--- src/rtl/dvp_pattern_tx.sv ---
// dvp_pattern_tx: synthetic OV7670-style DVP source emitting RGB565 test frames.
// Define DVP_TX_CONT_EN for back-to-back frames while start stays high at frame end.
module dvp_pattern_tx #(
   parameter int H_ACTIVE = 16,
   parameter int H_BLANK  = 4,
   parameter int V_ACTIVE = 8,
   parameter int VSYNC_W  = 3,
   parameter int V_BACK   = 2,
   parameter int V_FRONT  = 2
) (
   input  logic        clk,
   input  logic        rst,
   input  logic        start,
   input  logic [1:0]  mode,
   input  logic [15:0] color,
   output logic        busy,
   output logic        frame_done,
   output logic [7:0]  frame_cnt,
   output logic        pclk,
   output logic        vsync,
   output logic        href,
   output logic [7:0]  d
);
   function automatic int imax(input int a, input int b);
      return a > b ? a : b;
   endfunction
   localparam int CW = $clog2(imax(imax(imax(2 * H_ACTIVE, H_BLANK), imax(VSYNC_W, V_BACK)), V_FRONT));
   localparam int LW = $clog2(V_ACTIVE);
   localparam logic [CW-1:0] VS_END = CW'(VSYNC_W - 1);
   localparam logic [CW-1:0] VB_END = CW'(V_BACK - 1);
   localparam logic [CW-1:0] LN_END = CW'(2 * H_ACTIVE - 1);
   localparam logic [CW-1:0] HB_END = CW'(H_BLANK - 1);
   localparam logic [CW-1:0] VF_END = CW'(V_FRONT - 1);
   localparam logic [LW-1:0] LAST_LINE = LW'(V_ACTIVE - 1);
   localparam logic [LW-1:0] HALF = LW'(V_ACTIVE / 2);
   typedef enum logic [2:0] {IDLE, VSYNC, VBACK, LINE, HBLANK, VFRONT} state_t;
   state_t state, state_n;
   logic [CW-1:0] cnt, cnt_n;
   logic [LW-1:0] line, line_n;
   logic [1:0] mode_q, mode_n;
   logic [15:0] color_q, color_n, px;
   logic [7:0] fcnt_n, d_n;
   logic [5:0] x6;
   logic pclk_n, busy_n, done_n, vsync_n, href_n, restart;
   always_ff @(posedge clk or posedge rst) begin
      if (rst) begin
         state      <= IDLE;
         cnt        <= '0;
         line       <= '0;
         mode_q     <= '0;
         color_q    <= '0;
         busy       <= 1'b0;
         frame_done <= 1'b0;
         frame_cnt  <= '0;
         pclk       <= 1'b0;
         vsync      <= 1'b0;
         href       <= 1'b0;
         d          <= '0;
      end else begin
         state      <= state_n;
         cnt        <= cnt_n;
         line       <= line_n;
         mode_q     <= mode_n;
         color_q    <= color_n;
         busy       <= busy_n;
         frame_done <= done_n;
         frame_cnt  <= fcnt_n;
         pclk       <= pclk_n;
         vsync      <= vsync_n;
         href       <= href_n;
         d          <= d_n;
      end
   end
   // Segment state advances only on the clk edge where pclk falls.
   always_comb begin
      state_n = state;
      cnt_n   = cnt;
      line_n  = line;
      pclk_n  = busy & ~pclk;
      busy_n  = busy;
      done_n  = 1'b0;
      fcnt_n  = frame_cnt;
      mode_n  = mode_q;
      color_n = color_q;
      restart = 1'b0;
      if (!busy) restart = start;
      else if (pclk) begin
         cnt_n = cnt + CW'(1);
         case (state)
            VSYNC:  if (cnt == VS_END) begin state_n = VBACK; cnt_n = '0; end
            VBACK:  if (cnt == VB_END) begin state_n = LINE; cnt_n = '0; end
            LINE:   if (cnt == LN_END) begin state_n = HBLANK; cnt_n = '0; end
            HBLANK: if (cnt == HB_END) begin
                       state_n = (line == LAST_LINE) ? VFRONT : LINE;
                       line_n  = (line == LAST_LINE) ? line : line + LW'(1);
                       cnt_n   = '0;
                    end
            VFRONT: if (cnt == VF_END) begin
                       state_n = IDLE;
                       busy_n  = 1'b0;
                       done_n  = 1'b1;
                       fcnt_n  = frame_cnt + 8'd1;
`ifdef DVP_TX_CONT_EN
                       restart = start;
`else
                       restart = 1'b0;
`endif
                    end
            default: state_n = IDLE;
         endcase
      end
      if (restart) begin
         state_n = VSYNC;
         cnt_n   = '0;
         line_n  = '0;
         busy_n  = 1'b1;
         mode_n  = mode;
         color_n = color;
      end
      // Outputs are registered copies derived from the next segment position.
      x6 = 6'(cnt_n >> 1);
      px = mode_n == 2'd0 ? color_n :
           mode_n == 2'd1 ? (x6[1] ? color_n : 16'h0000) :
           mode_n == 2'd2 ? {5'd0, x6, 5'd0} :
           (line_n >= HALF ? 16'h07E0 : 16'h0000);
      vsync_n = state_n == VSYNC;
      href_n  = state_n == LINE;
      d_n     = href_n ? (cnt_n[0] ? px[7:0] : px[15:8]) : 8'h00;
   end
endmodule

--- config.mk ---
export PLATFORM = sky130hd
export DESIGN_NAME = dvp_pattern_tx
export DESIGN_NICKNAME = d
export VERILOG_FILES = /design/src/rtl/dvp_pattern_tx.sv
export SDC_FILE = /design/constraint.sdc
export NUM_CORES = 1
export LEC_CHECK = 0
export ABC_AREA = 1
export CORE_UTILIZATION = 39
export CTS_CLUSTER_DIAMETER = 60
export CTS_CLUSTER_SIZE = 40
export DETAILED_ROUTE_END_ITERATION = 10
export PLACE_DENSITY = 0.63
export SLEW_MARGIN = 20
export SYNTH_ARGS = -nofsm -noshare
export SYNTH_HDL_FRONTEND = slang
export SYNTH_SLANG_ARGS = --single-unit
--- constraint.sdc ---
create_clock -name clk -period 2.6 [get_ports clk]
set_clock_uncertainty 0.2 [all_clocks]
set_input_delay 0.39 -clock clk [delete_from_list [all_inputs] [get_ports clk]]
set_output_delay 0.39 -clock clk [all_outputs]
set_load 0.05 [all_outputs]
==> Yosys cells after proc, flatten, opt, wreduce, memory -nomap -nowiden <==
Cells that the tools add are included.
{ "classes": {"addsub": 3, "multipliers": 0, "div": 0, "n_lt_le_gt_ge": 1, "eq_ne": 14, "shift": 0, "mux": 43, "bitwise_logic": 2, "reduce_logical": 2} }
{ "ops": {"columns": ["operator", "n"], "rows": [
  ["2-to-1 mux 16 bit", 4],
  ["2-to-1 mux 3 bit", 15],
  ["2-to-1 mux 5 bit", 7],
  ["2-to-1 mux 11 bit", 2],
  ["one-hot mux 5 bit (4 select lines)", 1],
  ["2-to-1 mux 8 bit", 2],
  ["one-hot mux 3 bit (5 select lines)", 1],
  ["equality test 5 x 2 -> 1 bit, second input constant", 2],
  ["2-to-1 mux 1 bit", 10],
  ["equality test 3 x 2 -> 1 bit, second input constant", 3],
  ["equality test 3 bit, second input constant", 3],
  ["adder 8 x 1 -> 8 bit, second input constant", 1],
  ["equality test 3 x 1 -> 1 bit, second input constant", 2],
  ["adder 5 x 1 -> 5 bit, second input constant", 1],
  ["equality test 5 x 1 -> 1 bit, second input constant", 1],
  ["equality test 5 bit, second input constant", 1],
  ["AND reduction 4 bit", 1],
  ["adder 3 x 1 -> 3 bit, second input constant", 1],
  ["greater-or-equal comparator 3 bit, second input constant", 1],
  ["equality test 2 x 1 -> 1 bit, second input constant", 1],
  ["equality test 2 bit, second input constant", 1],
  ["logical NOT 2 bit", 1],
  ["2-to-1 mux 2 bit", 1],
  ["bitwise AND 1 bit", 1],
  ["inverter 1 bit", 1]
]} }
{ "totals": {"register_bits": 50, "latchBits": 0, "mem_bits_rw": 0, "mem_bits_ro": 0, "in_bits": 21, "n_memories": 0} }

==> Logic depth before layout (Yosys ltp) <==
Gate-level depths: netlist of run 1.
{ "logic_depth": {"word_depth": 14, "ltp_mapped": 17, "depth_no_buf": 17} }

==> Worst setup path after synthesis of run 1 <==
OpenSTA, ideal clock, no wires.
{ "synth_path": {"path_kind": "register to register", "from": "register cnt[0]", "to": "register d[0]", "arrival_time_ps": 1870, "setup_slack_ps": 417, "stages_incl_launch_ff": 14, "n_path_buf": 0, "synth_period_minus_slack_ps": 2183, "path_cell_list": "dfrtp_1 > ha_1 > nand2_1 > nor2_1 > ha_1 > inv_1 > o21ai_1 > o211ai_1 > a21oi_1 > nor2_8 > nand2_1 > nand2_1 > nand2_1 > inv_1"} }
{ "synth_between": {"word_cells_on_any_way": 36, "classes_between": "add/sub: 1; order compare: 1; eq/ne: 5; mux: 29"} }
{ "synth_lines": {"columns": ["element", "line_no", "text"], "rows": [
  ["start, declared", "38", "logic [CW-1:0] cnt, cnt_n;"],
  ["start signal, assigned", "61", "cnt <= cnt_n;"],
  ["equality test 5 x 1 -> 1 bit, or another cell as far along", "91, 98", null],
  ["2-to-1 mux 3 bit, on equally long branches", null, null],
  ["one-hot mux 3 bit (5 select lines) *", "89", "case (state)"],
  ["2-to-1 mux 3 bit *", "87", "else if (pclk) begin"],
  ["2-to-1 mux 3 bit *", "86", "if (!busy) restart = start;"],
  ["2-to-1 mux 3 bit *", "112", "if (restart) begin"],
  ["equality test 3 x 2 -> 1 bit *", "127", "href_n = state_n == LINE;"],
  ["named net href_n", "44", "logic pclk_n, busy_n, done_n, vsync_n, href_n, restart;"],
  ["2-to-1 mux 8 bit *", "128", "d_n = href_n ? (cnt_n[0] ? px[7:0] : px[15:8]) : 8'h00;"],
  ["named net d_n[0]", "42", "logic [7:0] fcnt_n, d_n;"],
  ["end signal, assigned", "71", "d <= d_n;"],
  ["end, declared", "22", "output logic [7:0] d"]
]} }
The timed path passes the listed nets; every way through them passes the cells marked *.
A chain may end at the register's enable or synchronous reset.

==> Worst setup path after layout of run 1 <==
{ "layout_path": {"from": "register cnt[1]", "to": "register d[1]"} }
{ "layout_between": {"elab_chain_cells": 13, "word_cells_on_any_way": 36, "classes_between": "add/sub: 1; order compare: 1; eq/ne: 5; mux: 29"} }
{ "layout_rtl": {"columns": ["element", "line_no", "text"], "rows": [
  ["equality test 5 x 2 -> 1 bit", "93", "HBLANK: if (cnt == HB_END) begin"],
  ["2-to-1 mux 3 bit", "93", null],
  ["2-to-1 mux 3 bit", "89", null],
  ["2-to-1 mux 3 bit", "87", null],
  ["2-to-1 mux 3 bit", "86", null],
  ["2-to-1 mux 3 bit", "112", null],
  ["greater-or-equal comparator 3 bit", "125", "(line_n >= HALF ? 16'h07E0 : 16'h0000);"],
  ["2-to-1 mux 11 bit", "125", null],
  ["2-to-1 mux 11 bit", "124", "mode_n == 2'd2 ? {5'd0, x6, 5'd0} :"],
  ["2-to-1 mux 16 bit", "123", "mode_n == 2'd1 ? (x6[1] ? color_n : 16'h0000) :"],
  ["2-to-1 mux 16 bit", "122", "px = mode_n == 2'd0 ? color_n :"],
  ["2-to-1 mux 8 bit", "128", null],
  ["2-to-1 mux 8 bit *", "128", null],
  ["named net d_n[1]", "42", null]
]} }
Marks and branches as above.

==> impl_metrics.csv, run 1 <==
group,metric,value,unit
outcome,outcome,"finished clean",
cts,clockRootBuffer,"clkbuf_8",
power,power_density,542,nW/um2
critical_path,path_cells,"ha_1 -> nand2_1 -> nor2_1 -> ha_1 -> inv_1 -> nand2_1 -> nand3_1 -> nor2_2 -> nor2_2 -> o21bai_4 -> buf_12 -> nand2_1 -> a21oi_1",
critical_path,critPathArrivalTime,2400,ps
sta,tightest_slew,532,ps
global_route,grt_max_degree,28,
placement,place_ws,76.3,ps
layout,drive_above_1_share,12.6,%
logic_synthesis,syn_nets,368,
sta,setup_ws,218,ps
floorplan,core,6490,um2
layout,final_cell_mix,"nand2_1, dfrtp_1, clkdlybuf4s50_1",
drt,route.met2.wl,2550,um
cts,cts_buffers,5,
sta,hold_viol_final,0,
cts,cts.sinks,50,
logic_synthesis,synth-main-ff-cell,"dfrtp_1",
cts,post_cts_buffers,0,
global_route,antenna_found_initial,0,
critical_path,crit_family,"simple AND/OR/NAND/NOR gates",
drt,viasPerCell,4.68,
floorplan,start_util,41.4,%
cts,cts_tree,"built",
cts,insertion_delay,300,ps
logic_synthesis,ys_seq_area_share,46.5,%
logic_synthesis,syn_inst,341,
layout,final_common_cell,"nand2_1",
logic_synthesis,syn_area,2690,um2
cts,htreeDepth,2,
drt,vias,2218,
sta,rsz0062_at_grt,"no",
cts,clkSlewWorstSetupHoldPaths,90,ps
floorplan,die_x,85.0,um
logic_synthesis,async_flop_share,100,%
layout,area_delta_synth_final,25.5,%
drt,dr.first_iter.drc_count,103,
drt,topRoutingLayerUsed,"met4",
logic_synthesis,synth-seq-cells,50,
drt,wl_per_cell,11.8,um
sta,finalSetupTns,0,ps
global_route,overflow,0,
global_route,grt_pass1_vias,2219,
sta,period_minus_slack,2380,ps
critical_path,worst_setup_path_end_kind,"flop",
drt,met3WireLength,159,um
critical_path,required,2610,ps
drt,drc,0,
critical_path,cp-start-kind,"flop",
critical_path,crit_slowest_cell,"dfrtp_1",
cts,ctsResizeCount,0,
cts,clockBufferDepth,2,
global_route,grt_usage,17.4,%
sta,final-setup-viol-count,0,
critical_path,crit_buf_inv,2,
sta,drv_slew,0,
layout,nNetsFinal,423,
global_route,grt_pass1_wl,10000,um
critical_path,critPathMaxStageDelay,420,ps
critical_path,critical_path_class,"flop to flop",
floorplan,io_pins,42,
power,peakVddDrop,0.247,mV
cts,holdBufCountCts,0,
logic_synthesis,yosysUniqueCellTypes,36,
layout,antenna_cells,0,
critical_path,crit_fanout,6,
critical_path,cpMostUsedCell,"nand2_1",
run,maxCapViolations,0,
logic_synthesis,ys_warn_count,0,
hold_path,min_path_type,"input pin to asynchronous set/reset pin",
placement,dp.cells,466,
placement,io_buffer_count,41,
drt,wl_met1,2840,um
floorplan,rows,29,
placement,gp_congestion,0.867,
power,power,1.83,mW
layout,layout.cells.non_filler,474,
drt,drtAntennaViolNets,0,
logic_synthesis,syn_area_per_cell,7.89,um2
placement,dp_hpwl,4370,um
critical_path,reg2reg_depth,13,
critical_path,r2r_end,"d[1]",
floorplan,dieArea,7230,um2
drt,drt-total-wl,5600,um
critical_path,regToRegSetupSlack,220,ps
sta,slew_headroom,64.5,%
critical_path,r2r_start,"cnt[1]",
drt,dr.pass1.iters,4,
sta,whs,239,ps
sta,max_freq,420,MHz
floorplan,die_h,85.0,um
logic_synthesis,synth_edf_count,0,
sta,finalCritPeriodShare,91.6,%
power,power.leakage,1.77,nW
[area by class of cell]
| class | instances | area [um2] |
|---|---|---|
| Inverter | 43 | 161 |
| Timing Repair Buffer | 53 | 526 |
| Sequential cell | 50 | 1250 |
| Clock buffer | 6 | 82.6 |
| Clock inverter | 2 | 12.5 |
| Fill cell | 629 | 3120 |
| Multi-Input combinational cell | 243 | 1240 |
| Tap cell | 77 | 96.3 |
[power by group]
group	total [mW]	leakage, nW	switching, mW	internal, mW
Combinational	0.478	1.06	0.278	0.200
Clock	0.461	0.0472	0.247	0.214
Sequential	0.889	0.655	0.0515	0.837
[cells in the mapped netlist (2+ instances only)]
cell        n  share of area [%]
a21oi_2     2               0.65
mux2i_1     2               0.74
inv_1      37                5.2
nand4_1     3               0.70
xor2_1      4                1.3
nand3_1    26                4.8
o21ai_0    13                2.4
nor2_1     26                3.6
nand2_2     3               0.70
o21ai_1     2               0.37
or2_2       3               0.70
inv_2       5               0.70
clkbuf_1    2               0.28
nand2_4     2               0.84
dfrtp_1    50                 47
nor2_2      4               0.93
ha_1        6                2.8
nand3_2     2               0.74
a21oi_1     8                1.5
xnor2_1     4                1.3
nand2_1   122                 17
[layer usage]
layer  vias to the layer above  GRT usage (%)
met4                         0           6.16
met2                        33           27.9
li1                       1174              -
met1                      1005           23.7
met5                         -              0
met3                         6           3.21
[state kept, by name, indices dropped and copies added, names as in the netlist, 2 cells and up]
name,cells
cnt,5
color_q,16
d,8
frame_cnt,8
line,3
mode_q,2
state,3
[cell families after synthesis]
family	after synthesis	share of synthesized area, %
mux	2	0.745
xor+xnor	8	2.61
compound gates	30	6.89
simple gates	197	33.3
fa+ha+maj	6	2.79
flops	50	46.5
buf+inv	48	7.17
[stage by stage]
| stage | cell area [um2] | utilization, % |
|---|---|---|
| 2_1_floorplan | 2690 | - |
| 3_5_place_dp | 3280 | 50.5 |
| 5_1_grt | 3370 | 52.0 |
| 4_1_cts | 3370 | 52.0 |
| 6_report | 3370 | 52.0 |
| 3_3_place_gp | 3280 | 50.5 |
[worst max path at each step]
| stage | startpoint | to | slack (ps) | cells after the start |
|---|---|---|---|---|
| after floorplan | cnt[0] | d[0] | 420 | 13 |
| after global placement | start | d[7] | 90 | 13 |
| after detailed placement | start | d[0] | 80 | 13 |
| after CTS | cnt[1] | d[1] | 240 | 13 |
| after global routing | cnt[1] | d[2] | 30 | 15 |
| final | cnt[1] | d[1] | 220 | 13 |
(Power assumes the default switching activity.)
==> run 2, diff against run 1 <==
--- a/config.mk
+++ b/config.mk
@@ -10,6 +10,7 @@
 export CTS_CLUSTER_DIAMETER = 60
 export CTS_CLUSTER_SIZE = 40
 export DETAILED_ROUTE_END_ITERATION = 10
+export MAX_ROUTING_LAYER = met4
 export PLACE_DENSITY = 0.63
 export SLEW_MARGIN = 20
 export SYNTH_ARGS = -nofsm -noshare
==> impl_metrics.csv, run 2 (synthesis gave the netlist of run 1 again) <==
group,metric,value,unit
outcome,outcome,"finished clean",
sta,period_minus_slack,2380,ps
sta,whs,238,ps
sta,max_freq,420,MHz
critical_path,critPathLaunch,"cnt[1]",
global_route,grt_usage,18.0,%
power,power_density,542,nW/um2
cts,cts.sinks,50,
critical_path,critical_path_class,"flop to flop",
critical_path,required,2610,ps
layout,layout.cells.non_filler,474,
global_route,overflow,0,
layout,drive_above_1_share,12.6,%
global_route,grt_pass1_wl,10000,um
floorplan,die_h,85.0,um
cts,post_cts_buffers,0,
cts,htreeDepth,2,
cts,clockRootBuffer,"clkbuf_8",
sta,slew_headroom,64.6,%
layout,final_cell_mix,"nand2_1, dfrtp_1, clkdlybuf4s50_1",
sta,final-setup-viol-count,0,
drt,drt-total-wl,5600,um
drt,dr.first_iter.drc_count,100,
drt,drtAntennaViolNets,0,
floorplan,core,6490,um2
layout,largest_reg_flops,16,
floorplan,rows,29,
critical_path,r2r_start,"cnt[1]",
layout,antenna_cells,0,
layout,reg_top3,"color_q: 16 flops, d: 8 flops, frame_cnt: 8 flops",
global_route,grt_max_degree,28,
cts,insertion_delay,300,ps
cts,clkSlewWorstSetupHoldPaths,90,ps
drt,vias,2218,
drt,wl_per_cell,11.8,um
power,peakVddDrop,0.247,mV
layout,final_cell_area,3370,um2
cts,cts_tree,"built",
critical_path,crit_fanout,6,
layout,largest-register,"color_q",
global_route,antenna_found_initial,0,
floorplan,dieArea,7230,um2
drt,viasPerCell,4.68,
layout,nNetsFinal,423,
cts,cts_buffers,5,
critical_path,cp-start-kind,"flop",
cts,ctsResizeCount,0,
power,power.leakage,1.77,nW
critical_path,endpoint,"d[1]",
drt,drc,0,
layout,fin_util,52.0,%
cts,holdBufCountCts,0,
critical_path,worst_setup_path_end_kind,"flop",
placement,gp_congestion,0.881,
sta,rsz0062_at_grt,"no",
critical_path,reg2reg_depth,13,
sta,tightest_slew,530,ps
placement,dp_hpwl,4370,um
cts,clockBufferDepth,2,
run,maxCapViolations,0,
critical_path,critPathArrivalTime,2400,ps
floorplan,io_pins,42,
drt,dr.pass1.iters,4,
sta,drv_slew,0,
sta,finalSetupTns,0,ps
placement,dp.cells,466,
layout,final_common_cell,"nand2_1",
critical_path,regToRegSetupSlack,220,ps
placement,io_buffer_count,41,
hold_path,min_path_type,"input pin to asynchronous set/reset pin",
sta,hold_viol_final,0,
layout,area_delta_synth_final,25.5,%
global_route,grt_pass1_vias,2222,
critical_path,r2r_end,"d[1]",
placement,placed_area,3280,um2
floorplan,die_x,85.0,um
floorplan,start_util,41.4,%
sta,finalCritPeriodShare,91.6,%
run 2: power by group:
| group | internal [mW] | switching (mW) |
|---|---|---|
| clock network | 0.214 | 0.247 |
| registers | 0.837 | 0.0514 |
| logic | 0.200 | 0.278 |
| total | 1.25 | 0.576 |
run 2: routing by layer:
layer  vias to the layer above  share of wire (%)  GRT usage, %
met3                         6                2.7          3.02
met5                         -                  0             -
met2                        33                 46          27.9
li1                       1175                  -             -
met4                         0               0.89          6.16
met1                      1004                 51          23.9
run 2: area by class of cell:
type,instances,area (um2)
fillers,629,3120
flip-flops and latches,50,1250
multi-input cells,243,1240
repair buffers,53,526
inverters,43,161
well taps,77,96.3
clock buffers,6,82.6
clock inverters,2,12.5
run 2: how the worst min path moves through the flow:
stage,startpoint,end,slack [ps]
2_1_floorplan,color_q[10],color_q[10],240
5_1_grt,rst,color_q[1],290
3_5_place_dp,pclk,pclk,250
6_report,rst,color_q[3],240
3_3_place_gp,pclk,pclk,240
4_1_cts,rst,color_q[1],240
run 2: worst max-delay path, stage by stage (launching register included):
cell and delay (ps):
dfrtp_1 420, ha_1 200, nand2_1 70, nor2_1 100, ha_1 160, inv_1 60
nand2_1 90, nand3_1 140, nor2_2 150, nor2_2 60, o21bai_4 190, buf_12 140
nand2_1 80, a21oi_1 220
run 2: stage by stage:
step / power (mW) / worst slack, ps
after floorplan: 1.23 / 417
after global placement: 1.38 / 91.7
after detailed placement: 1.39 / 76.3
after CTS: 1.86 / 237
after global routing: 1.97 / 34.5
final: 1.83 / 218
==> run 3, diff against run 2 <==
--- a/config.mk
+++ b/config.mk
@@ -6,12 +6,13 @@
 export NUM_CORES = 1
 export LEC_CHECK = 0
 export ABC_AREA = 1
-export CORE_UTILIZATION = 39
+export CORE_UTILIZATION = 25
 export CTS_CLUSTER_DIAMETER = 60
 export CTS_CLUSTER_SIZE = 40
 export DETAILED_ROUTE_END_ITERATION = 10
+export GPL_TIMING_DRIVEN = 0
 export MAX_ROUTING_LAYER = met4
-export PLACE_DENSITY = 0.63
+export PLACE_DENSITY = 0.45
 export SLEW_MARGIN = 20
 export SYNTH_ARGS = -nofsm -noshare
 export SYNTH_HDL_FRONTEND = slang
==> constraint.sdc (replaced) <==
create_clock -name clk -period 3 [get_ports clk]
set_clock_uncertainty 0.2 [all_clocks]
set_input_delay 0.45 -clock clk [delete_from_list [all_inputs] [get_ports clk]]
set_output_delay 0.45 -clock clk [all_outputs]
set_load 0.05 [all_outputs]
==> impl_metrics.csv, run 3 (synthesis gave the netlist of run 1 again) <==
group,metric,value,unit
outcome,outcome,"finished clean",
cts,clockRootBuffer,"clkbuf_8",
cts,clkSlewWorstSetupHoldPaths,90,ps
floorplan,die_x,106,um
placement,dp_hpwl,4800,um
sta,whs,235,ps
critical_path,crit_fanout,9,
global_route,antenna_found_initial,0,
placement,io_buffer_count,41,
layout,antenna_cells,0,
run,maxCapViolations,0,
drt,met3WireLength,180,um
global_route,overflow,0,
sta,final-setup-viol-count,0,
critical_path,worst_setup_path_end_kind,"flop",
layout,largest-register,"color_q",
critical_path,required,3000,ps
drt,drc,0,
placement,gp_congestion,0.842,
floorplan,start_util,25.9,%
sta,finalSetupTns,0,ps
critical_path,crit_buf_inv,3,
layout,nNetsFinal,418,
sta,hold_viol_final,0,
sta,slew_headroom,66.4,%
layout,largest_reg_flops,16,
sta,period_minus_slack,2560,ps
cts,insertion_delay,300,ps
drt,dr.pass1.iters,4,
layout,area_delta_synth_final,27.6,%
global_route,grt_pass1_vias,2160,
floorplan,core,10400,um2
global_route,grt_max_degree,21,
critical_path,crit_slowest_cell,"dfrtp_1",
sta,finalCritPeriodShare,85.3,%
floorplan,io_pins,42,
floorplan,die_h,106,um
cts,post_cts_buffers,0,
floorplan,rows,37,
cts,clockBufferDepth,2,
power,power_density,480,nW/um2
sta,max_freq,391,MHz
cts,ctsResizeCount,0,
sta,drv_slew,0,
critical_path,critPathArrivalTime,2560,ps
critical_path,critical_path_class,"flop to flop",
power,peakVddDrop,0.273,mV
layout,final_common_cell,"nand2_1",
cts,holdBufCountCts,0,
layout,final_cell_mix,"nand2_1, dfrtp_1, clkdlybuf4s50_1",
drt,wl_per_cell,11.9,um
floorplan,dieArea,11200,um2
sta,tightest_slew,503,ps
layout,reg_top3,"color_q: 16 flops, d: 8 flops, frame_cnt: 8 flops",
drt,route.met2.wl,2890,um
global_route,grt_pass1_wl,10500,um
layout,drive_above_1_share,10.5,%
sta,rsz0062_at_grt,"no",
drt,topRoutingLayerUsed,"met4",
power,power.leakage,1.75,nW
drt,viasPerCell,4.21,
drt,drtAntennaViolNets,0,
critical_path,cpMostUsedCell,"nand2_1",
critical_path,cp-start-kind,"flop",
cts,cts_tree,"built",
hold_path,min_path_type,"input pin to asynchronous set/reset pin",
drt,vias,2222,
critical_path,crit_family,"simple AND/OR/NAND/NOR gates",
critical_path,critPathMaxStageDelay,470,ps
cts,cts.sinks,50,
drt,wl_met1,3170,um
cts,cts_buffers,5,
critical_path,path_cells,"ha_1 -> nand2_1 -> nor2_1 -> ha_1 -> inv_1 -> nand2_1 -> nand3_1 -> nor2_2 -> nor2_2 -> o21bai_4 -> inv_2 -> a21oi_2 -> nand2_1 -> nand2_1 -> inv_1",
drt,dr.first_iter.drc_count,66,
cts,htreeDepth,2,
drt,drt-total-wl,6280,um
global_route,grt_usage,12.3,%
## run 3: changes by cell type in the layout (fill, tap and decap cells not counted), moves of 2 or more
cell	change
buf_12	-2
buf_4	-9
clkbuf_1	+4
buf_16	+2
## run 3: report_power, final
part / switching [mW] / total (mW) / leakage (nW) / internal [mW]
registers: 0.0518 / 0.777 / 0.655 / 0.725
clock network: 0.228 / 0.479 / 0.0524 / 0.250
logic: 0.239 / 0.390 / 1.04 / 0.152
total: 0.519 / 1.65 / 1.75 / 1.13
## run 3: cell type report
cell class / count / area [um2]
fill: 1139 / 6940
inverter: 43 / 161
clock buffer: 7 / 76.3
multi-input combinational: 243 / 1240
clock inverter: 1 / 30.0
timing repair buffer: 43 / 465
buffer: 5 / 31.3
tap: 136 / 170
sequential: 50 / 1250
## run 3: stage by stage
| step | std cells | setup slack [ps] | instance area (um2) | power, mW | utilization (%) |
|---|---|---|---|---|---|
| floorplan | 341 | 817 | 2690 | 1.06 | - |
| global placement | 518 | 74.0 | 3270 | 1.17 | 31.5 |
| detailed placement | 520 | 391 | 3320 | 1.19 | 32.1 |
| CTS | 528 | 402 | 3430 | 1.67 | 33.1 |
| global route | 528 | 111 | 3430 | 1.75 | 33.1 |
| finish | 528 | 442 | 3430 | 1.65 | 33.1 |
## run 3: path summary, 6_finish.rpt
check	to	slack, ps	depth (start not counted)	from
max in group asynchronous	line[1]	1780	4	rst
max	d[2]	440	15	cnt[0]
min reg2reg	pclk	260	1	pclk
max reg2reg	d[2]	440	15	cnt[0]
min	d[6]	240	2	rst
min in group clk	pclk	260	1	pclk
## run 3: worst register-to-register path, stage by stage, from the launching register on
cell and delay (ps):
dfrtp_1 470, ha_1 260, nand2_1 90, nor2_1 100, ha_1 170, inv_1 60
nand2_1 80, nand3_1 140, nor2_2 150, nor2_2 60, o21bai_4 260, inv_2 130
a21oi_2 120, nand2_1 70, nand2_1 70, inv_1 30
## run 3: per-layer routing
metal | GRT usage, % | vias to the layer above
met1 | 16.6 | 1009
li1 | - | 1160
met5 | - | -
met2 | 19.1 | 46
met3 | 2.16 | 7
met4 | 2.98 | 0
==> variant 1, RTL diff (config.mk and constraints of run 2) <==
Register the output `frame_cnt` once more, without a reset; this adds one clock of latency there. The other outputs are not delayed to match.
--- a/src/rtl/dvp_pattern_tx.sv
+++ b/src/rtl/dvp_pattern_tx.sv
@@ -21,6 +21,8 @@
    output logic        href,
    output logic [7:0]  d
 );
+
+   logic [7:0] frame_cnt_s0;
    function automatic int imax(input int a, input int b);
       return a > b ? a : b;
    endfunction
@@ -51,7 +53,7 @@
          color_q    <= '0;
          busy       <= 1'b0;
          frame_done <= 1'b0;
-         frame_cnt  <= '0;
+         frame_cnt_s0 <= '0;
          pclk       <= 1'b0;
          vsync      <= 1'b0;
          href       <= 1'b0;
@@ -64,7 +66,7 @@
          color_q    <= color_n;
          busy       <= busy_n;
          frame_done <= done_n;
-         frame_cnt  <= fcnt_n;
+         frame_cnt_s0 <= fcnt_n;
          pclk       <= pclk_n;
          vsync      <= vsync_n;
          href       <= href_n;
@@ -79,7 +81,7 @@
       pclk_n  = busy & ~pclk;
       busy_n  = busy;
       done_n  = 1'b0;
-      fcnt_n  = frame_cnt;
+      fcnt_n  = frame_cnt_s0;
       mode_n  = mode_q;
       color_n = color_q;
       restart = 1'b0;
@@ -99,7 +101,7 @@
                        state_n = IDLE;
                        busy_n  = 1'b0;
                        done_n  = 1'b1;
-                       fcnt_n  = frame_cnt + 8'd1;
+                       fcnt_n  = frame_cnt_s0 + 8'd1;
 `ifdef DVP_TX_CONT_EN
                        restart = start;
 `else
@@ -127,5 +129,9 @@
       href_n  = state_n == LINE;
       d_n     = href_n ? (cnt_n[0] ? px[7:0] : px[15:8]) : 8'h00;
    end
+   always_ff @(posedge clk) begin
+      frame_cnt <= frame_cnt_s0;
+   end
+
 endmodule
 
Formal check against the unedited RTL: same outputs for any inputs over 10 cycles, from zero or initial values and one cycle with rst high; that may be too few to reach the edited logic, so the function may still have changed.
==> variant 1 against run 2 <==
Wire length increased by 4.5%. Synthesized area grew 2.9%. Sequential cell count increased by 8. Non-clock buffer count shrank 3. Final area rose by 5.0%. Worst setup slack better by 0.045 ns. Critical path depth up 2. Largest power group unchanged. Clock power rose by 82%. Total power increased by 27%.
==> variant 1: results (changes against run 2) <==
PLACEMENT
--------------------------------------------------------------------------------------
Weighted congestion reported at the end of routability-driven placement .        0.852   was 0.881
Placed insts ............................................................          484   was 466
Minimum setup slack after placement .....................................     0.218 ns   was 0.0763 ns

GRT
--------------------------------------------------------------------------------------
M3 GR Usage .............................................................        4.48%   was 3.02%
Pin count of the biggest net entering global routing ....................           51   was 28
Wire length of the first global-routing pass ............................    10,300 µm   was 10,000 µm
Via count of the first global-routing pass ..............................        2,226   was 2,222
Global Route met2 Usage .................................................        28.9%   was 27.9%
Met1 usage in global routing ............................................        24.2%   was 23.9%

OUTCOME
--------------------------------------------------------------------------------------
Status ..................................................................    completed   unchanged

SYNTHESIS
--------------------------------------------------------------------------------------
Count of distinct cell types in the synthesized netlist .................           33   was 36
Synth area leaders ...................................................... dfrtp_1, nand2_1, dfxtp_1   was dfrtp_1, nand2_1, inv_1
Post-Syn Area per Cell ..................................................     8.05 µm²   was 7.89 µm²
Most common library cells after synthesis ............................... nand2_1, dfrtp_1, inv_1   unchanged
Async SR Flop Fraction ..................................................        86.2%   was 100%

POWER
--------------------------------------------------------------------------------------
Comb. pwr ...............................................................       467 µW   was 478 µW
Switching power total ...................................................       688 µW   was 576 µW
Peak supply drop ........................................................       350 µV   was 247 µV
Flip-flop and latch power ...............................................      1.01 mW   was 889 µW
Leakage power ...........................................................      1.87 nW   was 1.77 nW

CRITICAL PATH
--------------------------------------------------------------------------------------
Depth of the most critical reg-to-reg path ..............................           15   was 13
Termination of the worst setup path .....................................         d[6]   was d[1]
Crit path max fanout ....................................................           10   was 6

ROUTING
--------------------------------------------------------------------------------------
Detailed-route wire length ..............................................      5850 µm   was 5600 µm
DRC violation total after the first TritonRoute iteration ...............           70   was 100
Met2 Routed Length ......................................................      2780 µm   was 2550 µm
Routed via count divided by cell count ..................................         4.55   was 4.68
Routed met1 length ......................................................      2810 µm   was 2850 µm
DR top layer ............................................................         met4   unchanged
Routed length on met3 ...................................................       228 µm   was 151 µm

TIMING
--------------------------------------------------------------------------------------
Final setup margin ......................................................     0.263 ns   was 0.218 ns
Transition time at the pin with the least slew margin ...................     0.636 ns   was 0.530 ns
Fin Hold WS .............................................................     0.192 ns   was 0.238 ns

MIN PATH
--------------------------------------------------------------------------------------
Class of the worst hold path ............................................ flop to flop   was input pin to asynchronous set/reset pin

LAYOUT
--------------------------------------------------------------------------------------
Fraction of layout cells with a size suffix above 1 .....................        12.6%   about the same
Number of standard cells in the layout, taps in and fillers out .........          501   was 474
Final #Nets .............................................................          427   was 423

CLOCK TREE
--------------------------------------------------------------------------------------
Number of buffers created by CTS ........................................            9   was 5
CTS H-tree depth ........................................................            3   was 2
Clock insertion delay at the later pin of the skew report ...............      0.33 ns   was 0.30 ns

[variant 1: cell count changes in the layout (fill, tap and decap cells not counted), moves of 3 or more]
cell             run 2  this run
clkbuf_8             6        11
dfxtp_1              0         8
o21ai_0             13         6
xnor2_1              4         1
nand2_1            122       129
nand2_2              3         7
xor2_1               4         7
or2_2                3         0
[variant 1: kinds of logic after synthesis]
logic type	Yosys count	share of synthesized area [%]
AOI/OAI and AO/OA	22	4.84
xor gates and xnor gates	8	2.53
adders and majority gates	6	2.71
buffers and inverters	45	6.42
DFF	58	51.0
muxes	2	0.769
and+or+nand+nor	203	31.7
[variant 1: layout make-up]
type | count | area (µm²)
inverter | 40 | 150
tap | 96 | 120
timing repair buffer | 50 | 478
sequential | 58 | 1410
clock buffer | 11 | 151
fill | 693 | 3290
multi-input combinational | 241 | 1180
clock inverter | 5 | 52.6
[variant 1: repair_timing]
item                       CTS  global route
gates resized for setup      0             1
buffers inserted             0             1
setup endpoints to repair    0             4
==> variant 2, RTL diff (settings of run 2) <==
Made on the original files. Set the parameter `V_FRONT` to 4 (it was 2).
--- a/src/rtl/dvp_pattern_tx.sv
+++ b/src/rtl/dvp_pattern_tx.sv
@@ -6,7 +6,7 @@
    parameter int V_ACTIVE = 8,
    parameter int VSYNC_W  = 3,
    parameter int V_BACK   = 2,
-   parameter int V_FRONT  = 2
+   parameter int V_FRONT  = 4
 ) (
    input  logic        clk,
    input  logic        rst,
Behaviour: same outputs for any inputs over 10 cycles, from zero or initial values and one cycle with rst high; that may be too few to reach the edited logic, so the function may still have changed.
==> variant 2 against run 2 <==
The flow now finishes with violations (design-rule violations). Total power shrank 3.5%. Sequential cell count is the same. Synthesized area shrank 1.7%. Combinational power shrank 9.0%. Maximum frequency grew 3.9%. Final area shrank 2.8%. Cell count grew 0.42%. Critical path depth grew 2. Worst setup slack gained 0.089 ns. Via count grew 3.0%. First-iteration DRC count grew 30%. Wire length grew 3.1%. Critical path type unchanged. Largest cell class unchanged. Highest routed layer unchanged.
==> variant 2: results (changes against run 2) <==
ROUTING
--------------------------------------------------------------------------------------------------
TritonRoute pass-1 iters ............................................................            7   was 4
Routed via count divided by cell count ..............................................         4.80   was 4.68
Detailed-route wire length ..........................................................      5770 µm   was 5600 µm
Residual DRC ........................................................................            5   was 0
DRC violation total after the first TritonRoute iteration ...........................          130   was 100

SYNTHESIS
--------------------------------------------------------------------------------------------------
Synth area leaders .................................................................. dfrtp_1, nand2_1, inv_1   unchanged
Most common library cells after synthesis ........................................... nand2_1, dfrtp_1, inv_1   unchanged
Sequential-to-total area share from yosys stat ......................................        47.3%   was 46.5%
Count of distinct cell types in the synthesized netlist .............................           31   was 36
Net count after synthesis ...........................................................          375   was 368

POWER
--------------------------------------------------------------------------------------------------
Switching power total ...............................................................       573 µW   was 576 µW
Peak supply drop ....................................................................       267 µV   was 247 µV
Leakage power .......................................................................      1.79 nW   was 1.77 nW

TIMING
--------------------------------------------------------------------------------------------------
Final Max Tran Viols ................................................................            0   unchanged
Worst max-slew margin expressed relative to the limit ...............................        66.3%   was 64.6%
Final Critical Period ...............................................................      2.29 ns   was 2.38 ns

CRITICAL PATH
--------------------------------------------------------------------------------------------------
Setup slack of the worst register-to-register path ..................................      0.31 ns   was 0.22 ns
Crit path max fanout ................................................................            7   was 6
Reg2reg start .......................................................................       cnt[0]   was cnt[1]
CP arrival ..........................................................................      2.29 ns   was 2.40 ns
Depth of the most critical reg-to-reg path ..........................................           15   was 13
Destination of the worst register-to-register timing path ...........................         d[6]   was d[1]

CLOCK TREE
--------------------------------------------------------------------------------------------------
Number of buffers on the longest clock path .........................................            2   unchanged
Clock transition time at the flip-flop clock pins of the worst setup and hold paths .      0.09 ns   about the same

GRT
--------------------------------------------------------------------------------------------------
Wire length of the first global-routing pass ........................................      9890 µm   was 10,000 µm
GRT Resource Usage Total ............................................................        18.1%   was 18.0%
Pin count of the biggest net entering global routing ................................           20   was 28
Initial antenna violation count .....................................................            0   unchanged
Via count of the first global-routing pass ..........................................        2,155   was 2,222

PLACEMENT
--------------------------------------------------------------------------------------------------
Minimum setup slack after placement .................................................     0.132 ns   was 0.0763 ns
Estimated wirelength of the detail-placed design ....................................      4400 µm   was 4370 µm
Weighted congestion reported at the end of routability-driven placement .............        0.877   was 0.881

LAYOUT
--------------------------------------------------------------------------------------------------
Final #Nets .........................................................................          425   was 423
Filler Cell Count ...................................................................          641   was 629

OUTCOME
--------------------------------------------------------------------------------------------------
Status .............................................................................. finished, violations left   was completed
Violated checks ..................................................................... design-rule violations

-- variant 2: layer usage --
| metal | track usage [%] | routed length (µm) | share of wire, % |
|---|---|---|---|
| met5 | - | 0 | 0 |
| met4 | 4.93 | 77 | 1.3 |
| met3 | 3.34 | 218 | 3.8 |
| met2 | 30.5 | 2790 | 48 |
| met1 | 22.4 | 2690 | 47 |
-- variant 2: kinds of logic after synthesis --
kind of cell / count (synthesis) / share of synthesized area, %
multiplexers: 1 / 0.379
adder cells (fa/ha/maj): 6 / 2.84
flip-flops: 50 / 47.3
XOR/XNOR: 8 / 2.65
AO/OA/AOI/OAI: 29 / 6.29
buffers and inverters: 55 / 8.23
AND/OR/NAND/NOR: 199 / 32.3
-- variant 2: worst register-to-register path, stage by stage, from the launching register on --
cell and delay (ns):
dfrtp_1 0.41, ha_2 0.23, nand2_1 0.07, nor2_1 0.09
ha_1 0.17, inv_1 0.06, nand2_1 0.10, nand3_2 0.13
o21ai_1 0.15, nand2_1 0.10, nand2_4 0.12, inv_2 0.09
nand2_2 0.10, inv_1 0.04, nand3_1 0.06, nand2_1 0.06
-- variant 2: metrics by stage --
step                area [µm²]  total power [mW]  util, %  std cells  hold WS [ns]
floorplan                 2640              1.19        -        348         0.245
global placement          3170              1.31     49.1        467         0.236
detailed placement        3170              1.31     49.1        467         0.243
CTS                       3260              1.77     50.4        475         0.187
global route              3280              1.88     50.8        476         0.208
finish                    3280              1.76     50.8        476         0.179
-- variant 2: final cells by class --
cell class / instances / area (µm²) / area share [%]
clock inverters: 2 / 13.8 / 0.420
repair buffers: 49 / 470 / 14.3
multi-input cells: 243 / 1190 / 36.3
inverters: 49 / 184 / 5.61
well taps: 77 / 96.3 / 2.94
clock buffers: 6 / 72.6 / 2.21
flip-flops and latches: 50 / 1250 / 38.1
-- variant 2: timing repair --
| item | CTS | global route |
|---|---|---|
| gates resized for setup | 0 | 4 |
| endpoints found under the setup margin | 0 | 6 |
| buffers inserted | 0 | 1 |
-- variant 2: power groups by stage --
stage / clock network [mW] / logic [mW] / registers [mW]
after floorplan: 0 / 0.293 / 0.894
after global placement: 0 / 0.411 / 0.897
after detailed placement: 0 / 0.413 / 0.899
after CTS: 0.469 / 0.416 / 0.883
after global routing: 0.498 / 0.500 / 0.886
final: 0.449 / 0.435 / 0.880
-- variant 2: worst min path at each step --
| stage | startpoint | endpoint | slack [ns] |
|---|---|---|---|
| after floorplan | color_q[10] | color_q[10] | 0.24 |
| after global placement | pclk | pclk | 0.24 |
| after detailed placement | pclk | pclk | 0.24 |
| after CTS | rst | color_q[1] | 0.19 |
| after global routing | rst | d[1] | 0.21 |
| final | rst | line[1] | 0.18 |
